File: config.mk
export PLATFORM = sky130hd
export DESIGN_NAME = pc_unit_flat
export DESIGN_NICKNAME = d
export VERILOG_FILES = /design/src/rtl/pc_unit_if.sv /design/src/rtl/pc_unit.sv /design/src/flat_wrapper.sv
export SDC_FILE = /design/constraint.sdc
export NUM_CORES = 1
export LEC_CHECK = 0
export BUFFER_PORTS_ARGS = -buffer_cell sky130_fd_sc_hd__buf_2
export CAP_MARGIN = 10
export CORE_UTILIZATION = 48
export DETAILED_ROUTE_END_ITERATION = 8
export PLACE_DENSITY = 0.79
export RECOVER_POWER = 50
export SLEW_MARGIN = 20
export SYNTH_ARGS = -nofsm -noshare
export SYNTH_HDL_FRONTEND = slang
export SYNTH_SLANG_ARGS = --single-unit
File: constraint.sdc
create_clock -name clk -period 2.3 [get_ports clk]
set_clock_uncertainty 0.15 [all_clocks]
set_input_delay 0.115 -clock clk [delete_from_list [all_inputs] [get_ports clk]]
set_output_delay 0.115 -clock clk [all_outputs]
set_load 0.01 [all_outputs]
File: src/rtl/pc_unit_if.sv
// rtl/pc_unit_if.sv - fetch-address generator bus: stall, EX resolution in, fetch/prediction out
interface pc_unit_if #(
    parameter int XLEN       = 32,
    parameter int MISP_CNT_W = 16
);
    logic                  load_stall;
    logic                  ex_valid;
    logic                  ex_is_cti;
    logic [XLEN-1:0]       ex_pc;
    logic                  ex_taken;
    logic [XLEN-1:0]       ex_target;
    logic                  ex_pred_taken;
    logic [XLEN-1:0]       ex_pred_target;
    logic [XLEN-1:0]       pc;
    logic                  pred_taken;
    logic [XLEN-1:0]       pred_target;
    logic                  flush;
    logic [MISP_CNT_W-1:0] misp_cnt;

    // Pipeline side: drives hazard and EX resolution, consumes fetch address
    modport master (
        output load_stall, ex_valid, ex_is_cti, ex_pc, ex_taken, ex_target,
               ex_pred_taken, ex_pred_target,
        input  pc, pred_taken, pred_target, flush, misp_cnt
    );

    // PC unit side
    modport slave (
        input  load_stall, ex_valid, ex_is_cti, ex_pc, ex_taken, ex_target,
               ex_pred_taken, ex_pred_target,
        output pc, pred_taken, pred_target, flush, misp_cnt
    );
endinterface

File: src/rtl/pc_unit.sv
// rtl/pc_unit.sv - RV32 fetch PC register with next-PC selection; BTB built only when PC_UNIT_BTB_EN is defined
module pc_unit #(
    parameter int              XLEN         = 32,
    parameter logic [XLEN-1:0] RESET_VECTOR = '0,
    parameter int              BTB_DEPTH    = 16,
    parameter int              MISP_CNT_W   = 16
) (
    input  logic      clk,
    input  logic      rst_n,
    pc_unit_if.slave  bus
);
    logic                  mispredict;
    logic [XLEN-1:0]       pc_q, pc_d;
    logic [XLEN-1:0]       pc_plus4;
    logic [XLEN-1:0]       ex_plus4;
    logic                  pred_taken;
    logic [XLEN-1:0]       pred_target;
    logic [MISP_CNT_W-1:0] misp_cnt_q, misp_cnt_d;

    assign pc_plus4 = pc_q + XLEN'(4);
    assign ex_plus4 = bus.ex_pc + XLEN'(4);

    // A resolved CTI disagrees with the prediction it carried (direction, or target when both taken)
    always_comb begin
        mispredict = 1'b0;
        if (bus.ex_valid && bus.ex_is_cti) begin
            mispredict = (bus.ex_taken != bus.ex_pred_taken) ||
                         (bus.ex_taken && bus.ex_pred_taken &&
                          (bus.ex_target != bus.ex_pred_target));
        end
    end

`ifdef PC_UNIT_BTB_EN
    localparam int IDX   = $clog2(BTB_DEPTH);
    localparam int TAG_W = XLEN - IDX - 2;

    logic             valid_q [BTB_DEPTH];
    logic [TAG_W-1:0] tag_q   [BTB_DEPTH];
    logic [XLEN-1:0]  tgt_q   [BTB_DEPTH];
    logic [1:0]       ctr_q   [BTB_DEPTH];

    logic [IDX-1:0]   rd_idx, wr_idx;
    logic             rd_hit, wr_hit;

    assign rd_idx = pc_q[IDX+1:2];
    assign rd_hit = valid_q[rd_idx] && (tag_q[rd_idx] == pc_q[XLEN-1:IDX+2]);
    assign wr_idx = bus.ex_pc[IDX+1:2];
    assign wr_hit = valid_q[wr_idx] && (tag_q[wr_idx] == bus.ex_pc[XLEN-1:IDX+2]);

    // Lookup reads registered contents only, so a same-cycle training write is not bypassed
    assign pred_taken  = rd_hit && ctr_q[rd_idx][1];
    assign pred_target = tgt_q[rd_idx];

    // BTB training from EX; independent of load_stall
    always_ff @(posedge clk or negedge rst_n) begin
        if (!rst_n) begin
            for (int i = 0; i < BTB_DEPTH; i++) begin
                valid_q[i] <= 1'b0;
                tag_q[i]   <= '0;
                tgt_q[i]   <= '0;
                ctr_q[i]   <= 2'b01;
            end
        end else if (bus.ex_valid && bus.ex_is_cti) begin
            if (wr_hit) begin
                if (bus.ex_taken) begin
                    if (ctr_q[wr_idx] != 2'b11) ctr_q[wr_idx] <= ctr_q[wr_idx] + 2'b01;
                    tgt_q[wr_idx] <= bus.ex_target;
                end else if (ctr_q[wr_idx] != 2'b00) begin
                    ctr_q[wr_idx] <= ctr_q[wr_idx] - 2'b01;
                end
            end else if (bus.ex_taken) begin
                valid_q[wr_idx] <= 1'b1;
                tag_q[wr_idx]   <= bus.ex_pc[XLEN-1:IDX+2];
                tgt_q[wr_idx]   <= bus.ex_target;
                ctr_q[wr_idx]   <= 2'b10;
            end
        end
    end
`else
    // No predictor: always fall through, so every taken CTI redirects from EX
    assign pred_taken  = 1'b0;
    assign pred_target = pc_plus4;
`endif

    // Next-PC priority: redirect, stall, prediction, sequential; counter saturates
    always_comb begin
        pc_d       = pc_plus4;
        misp_cnt_d = misp_cnt_q;
        if (mispredict) begin
            pc_d = bus.ex_taken ? bus.ex_target : ex_plus4;
        end else if (bus.load_stall) begin
            pc_d = pc_q;
        end else if (pred_taken) begin
            pc_d = pred_target;
        end
        if (mispredict && (misp_cnt_q != {MISP_CNT_W{1'b1}})) begin
            misp_cnt_d = misp_cnt_q + MISP_CNT_W'(1);
        end
    end

    // PC and mispredict counter registers
    always_ff @(posedge clk or negedge rst_n) begin
        if (!rst_n) begin
            pc_q       <= RESET_VECTOR;
            misp_cnt_q <= '0;
        end else begin
            pc_q       <= pc_d;
            misp_cnt_q <= misp_cnt_d;
        end
    end

    assign bus.pc          = pc_q;
    assign bus.pred_taken  = pred_taken;
    assign bus.pred_target = pred_target;
    assign bus.flush       = mispredict;
    assign bus.misp_cnt    = misp_cnt_q;
endmodule

File: src/flat_wrapper.sv
// flat-port wrapper written by rule: the top's interface ports become plain ports
module pc_unit_flat 
#(
    parameter int              XLEN         = 32,
    parameter logic [XLEN-1:0] RESET_VECTOR = '0,
    parameter int              BTB_DEPTH    = 16,
    parameter int              MISP_CNT_W   = 16
)
  (clk, rst_n, bus_load_stall, bus_ex_valid, bus_ex_is_cti, bus_ex_pc, bus_ex_taken, bus_ex_target, bus_ex_pred_taken, bus_ex_pred_target, bus_pc, bus_pred_taken, bus_pred_target, bus_flush, bus_misp_cnt);
  pc_unit_if #(.XLEN(XLEN), .MISP_CNT_W(MISP_CNT_W)) bus_i ();
  input  logic clk;
  input  logic rst_n;
  input wire logic [$bits(bus_i.load_stall)-1:0] bus_load_stall;
  input wire logic [$bits(bus_i.ex_valid)-1:0] bus_ex_valid;
  input wire logic [$bits(bus_i.ex_is_cti)-1:0] bus_ex_is_cti;
  input wire logic [$bits(bus_i.ex_pc)-1:0] bus_ex_pc;
  input wire logic [$bits(bus_i.ex_taken)-1:0] bus_ex_taken;
  input wire logic [$bits(bus_i.ex_target)-1:0] bus_ex_target;
  input wire logic [$bits(bus_i.ex_pred_taken)-1:0] bus_ex_pred_taken;
  input wire logic [$bits(bus_i.ex_pred_target)-1:0] bus_ex_pred_target;
  output wire logic [$bits(bus_i.pc)-1:0] bus_pc;
  output wire logic [$bits(bus_i.pred_taken)-1:0] bus_pred_taken;
  output wire logic [$bits(bus_i.pred_target)-1:0] bus_pred_target;
  output wire logic [$bits(bus_i.flush)-1:0] bus_flush;
  output wire logic [$bits(bus_i.misp_cnt)-1:0] bus_misp_cnt;
  assign bus_i.load_stall = bus_load_stall;
  assign bus_i.ex_valid = bus_ex_valid;
  assign bus_i.ex_is_cti = bus_ex_is_cti;
  assign bus_i.ex_pc = bus_ex_pc;
  assign bus_i.ex_taken = bus_ex_taken;
  assign bus_i.ex_target = bus_ex_target;
  assign bus_i.ex_pred_taken = bus_ex_pred_taken;
  assign bus_i.ex_pred_target = bus_ex_pred_target;
  assign bus_pc = bus_i.pc;
  assign bus_pred_taken = bus_i.pred_taken;
  assign bus_pred_target = bus_i.pred_target;
  assign bus_flush = bus_i.flush;
  assign bus_misp_cnt = bus_i.misp_cnt;
  pc_unit #(.XLEN(XLEN), .RESET_VECTOR(RESET_VECTOR), .BTB_DEPTH(BTB_DEPTH), .MISP_CNT_W(MISP_CNT_W)) u_core (.clk(clk), .rst_n(rst_n), .bus(bus_i));
endmodule
==> impl_metrics.env <==
export IMPL_synthDistinctLibCells=38
export IMPL_place_ws_ps=16.10
export IMPL_grt_antenna_before_repair=0
export IMPL_overflow=0
export IMPL_cts_buffer_depth=2
export IMPL_clk_pin_slew_ps=90
export IMPL_die_area_sq_mm=0.008940
export IMPL_rsz0062_at_grt="true"
export IMPL_max_cap_violations=0
export IMPL_leakage_nw=2.725
export IMPL_path_cells="and4_4 > nand4_1 > buf_4 > nor2b_4 > nand4_1 > buf_4 > xnor2_1 > buf_2"
export IMPL_wl_per_cell_microns=15.88
export IMPL_yosysMostFrequentCell="xor2_1"
export IMPL_cts_sinks=48
export IMPL_r2r_start="u_core.bus.misp_cnt[0]$_DFFE_PN0P_"
export IMPL_fin_crit_sh_pct=99.19
export IMPL_grt_pass1_wl_mm=19.88
export IMPL_cts_made_buffers=5
export IMPL_cp_slowest_cell="dfrtp_1"
export IMPL_firstDrtPassIters=5
export IMPL_start_kind="register"
export IMPL_antenna_left=0
export IMPL_holdCritPathClass="input pin to register"
export IMPL_port_buffers=183
export IMPL_vias=4439
export IMPL_power_density_mw_per_mm2=679.1
export IMPL_fmax_mhz=438.3
export IMPL_rrSetupSlack_ps=170
export IMPL_die_x_microns=94.55
export IMPL_worst_slew_pin_slew_ps=1221
export IMPL_grt_pass1_vias=4098
export IMPL_drive_gt1_share_pct=36.08
export IMPL_critPathMaxStageDelay_ps=400
export IMPL_hp_start="bus_ex_target[16]"
export IMPL_clockRootBuffer="clkbuf_8"
export IMPL_max_slew_margin_pct=18.63
export IMPL_core_area_sq_mm=0.008258
export IMPL_dp_hpwl_mm=10.28
export IMPL_fillCellCount=663
export IMPL_synthFlopType="dfrtp_1"
export IMPL_yosys_area_top_type="dfrtp_1"
export IMPL_crit_fanout=3
export IMPL_syn_area_per_cell_sq_um=8.340
export IMPL_finalHoldViolCount=0
export IMPL_gr_usage_all_layers_pct=28.77
export IMPL_grt_max_degree=44
export IMPL_viasPerCell=5.413
export IMPL_die_y_microns=94.55
export IMPL_start_util_pct=49.79
export IMPL_drt_iter0_markers=222
export IMPL_wl_mm=13.02
export IMPL_h_tree_depth=2
export IMPL_worstPathRequired_ps=2040
export IMPL_synth_top_area_share_pct=29.21
export IMPL_syn_inst=493
export IMPL_crit_arrival_ps=2020
export IMPL_placementRows=33
export IMPL_tns_ps=0
export IMPL_synthesis_area_sq_mm=0.004111
export IMPL_ys_top_cells_by_area="dfrtp_1 (29%), xor2_1 (14%), xnor2_1 (14%)"
export IMPL_slew_violations=0
export IMPL_setup_viol=0
export IMPL_reg2reg_depth=8
export IMPL_ys_ff_latch=48
export IMPL_synth_yosys_seq_area_share_pct=29.21
export IMPL_status="completed"
export IMPL_clock_latency_ps=310
export IMPL_postLayoutSetupSlackWorst_ps=18.64
export IMPL_num_antenna_cells=0
export IMPL_worstHoldPathCells=3
export IMPL_final_min_clock_period_ps=2281
export IMPL_irDropWorstVdd_mv=0.3027
export IMPL_syn_nets=600
export IMPL_synth_edf_count=0
export IMPL_cts_tree="done"
export IMPL_route_detailed_drc=0
export IMPL_nets=821
export IMPL_async_flop_share_pct=100.0
export IMPL_place_congestion=1.011
export IMPL_ioPinCount=185
export IMPL_area_delta_synth_final_pct=38.22
export IMPL_synth_commonest_cells="xor2_1 (66), xnor2_1 (64), dfrtp_1 (48)"
export IMPL_synth_warnings=0
export IMPL_reg2reg_to="u_core.bus.misp_cnt[4]$_DFFE_PN0P_"
export IMPL_hold_end="u_core.bus.pc[16]$_DFFE_PN0P_"
export IMPL_criticalPathCategory="register to primary output"
export IMPL_end_kind="primary output"
## critical path, delay by kind of cell, from the launching register on
family | cells | cell delay (ps)
simple gates | 4 | 640
buf+inv | 3 | 520
xor+xnor | 1 | 150
flops | 1 | 400
## cell families after synthesis
group           Yosys count  synth area share (%)
other cells               1               0.09121
fa+ha+maj                 4                 1.217
compound gates           42                 5.478
xor+xnor                130                 27.69
mux                      27                 6.665
simple gates            209                 26.20
flops                    48                 29.21
buf+inv                  32                 3.439
## per-layer routing
| metal | share of wire [%] | wire length [microns] | global-route usage, % |
|---|---|---|---|
| met1 | 40 | 5242 | 35.09 |
| met2 | 50 | 6472 | 49.64 |
| met3 | 5.9 | 765 | 3.784 |
| met4 | 4.2 | 542 | 14.52 |
| met5 | 0 | 0 | 0 |
## registers in the layout (all words and copies together), names as in the netlist
register / count
u_core.bus.pc: 32
u_core.bus.misp_cnt: 16
## layout by cell type (no fill, tap or decap), types with 3 or more instances in the layout
cell and count:
buf_2 177, xor2_1 66, xnor2_1 63, buf_4 47
dfrtp_1 47, nand2_1 46, nor2_1 39, nand3_1 34
mux2i_1 24, and3_1 19, o21ai_0 18, nand4_1 15
a21oi_1 15, nor4_1 12, dlygate4sd3_1 9, inv_1 7
clkbuf_1 6, and4_1 5, o22ai_1 5, nor3_1 5
nor2b_1 5, clkbuf_8 5, and4_4 4, nor2_2 3
or3_1 3, nand2b_1 3, mux2_2 3, ha_1 3
## through the flow
step | util [%] | instances | instance area [sq um] | power (mW) | hold slack (ps)
2_1_floorplan | - | 493 | 4111 | 2.154 | -330.6
3_3_place_gp | 63.38 | 781 | 5234 | 2.893 | -46.04
3_5_place_dp | 63.38 | 781 | 5234 | 2.945 | -44.38
4_1_cts | 67.27 | 809 | 5555 | 3.757 | 0.5455
5_1_grt | 68.82 | 820 | 5683 | 4.088 | 35.76
6_report | 68.82 | 820 | 5683 | 3.859 | 20.09
## layout make-up
cell class	instances	area [sq um]	share of cell area, %
inverters	7	26.28	0.4624
flip-flops and latches	48	1202	21.16
clock inverters	3	68.82	1.211
well taps	105	131.4	2.312
clock buffers	5	68.82	1.211
repair buffers	239	1351	23.78
multi-input cells	413	2834	49.87
## power by group
| part | internal (mW) | switching (mW) | total (mW) |
|---|---|---|---|
| Sequential | 1.04 | 0.230 | 1.27 |
| Combinational | 0.896 | 0.953 | 1.85 |
| Clock | 0.438 | 0.300 | 0.738 |
| Total | 2.38 | 1.48 | 3.86 |
## how the worst max path moves through the flow
stage	startpoint	end	slack [ps]
CTS	u_core.bus.pc[3]$_DFFE_PN0P_	bus_pred_target[30]	0.03
global route	u_core.bus.pc[14]$_DFFE_PN0P_	bus_pred_target[30]	-60
detailed placement	bus_ex_pred_target[20]	u_core.bus.pc[3]$_DFFE_PN0P_	20
floorplan	u_core.bus.pc[8]$_DFFE_PN0P_	u_core.bus.pc[22]$_DFFE_PN0P_	180
global placement	bus_ex_pred_target[20]	u_core.bus.pc[3]$_DFFE_PN0P_	90
finish	u_core.bus.pc[15]$_DFFE_PN0P_	bus_pred_target[28]	20
## timing repair
| item | in CTS | in global routing |
|---|---|---|
| gates resized for setup | 4 | 17 |
| endpoints found under the hold margin | 29 | 0 |
| setup endpoints to repair | 8 | 14 |
| setup buffers | 11 | 11 |
| pin swaps | 2 | 9 |
| hold buffers | 9 | 0 |
Note: power is estimated with default switching activity, not from simulation.
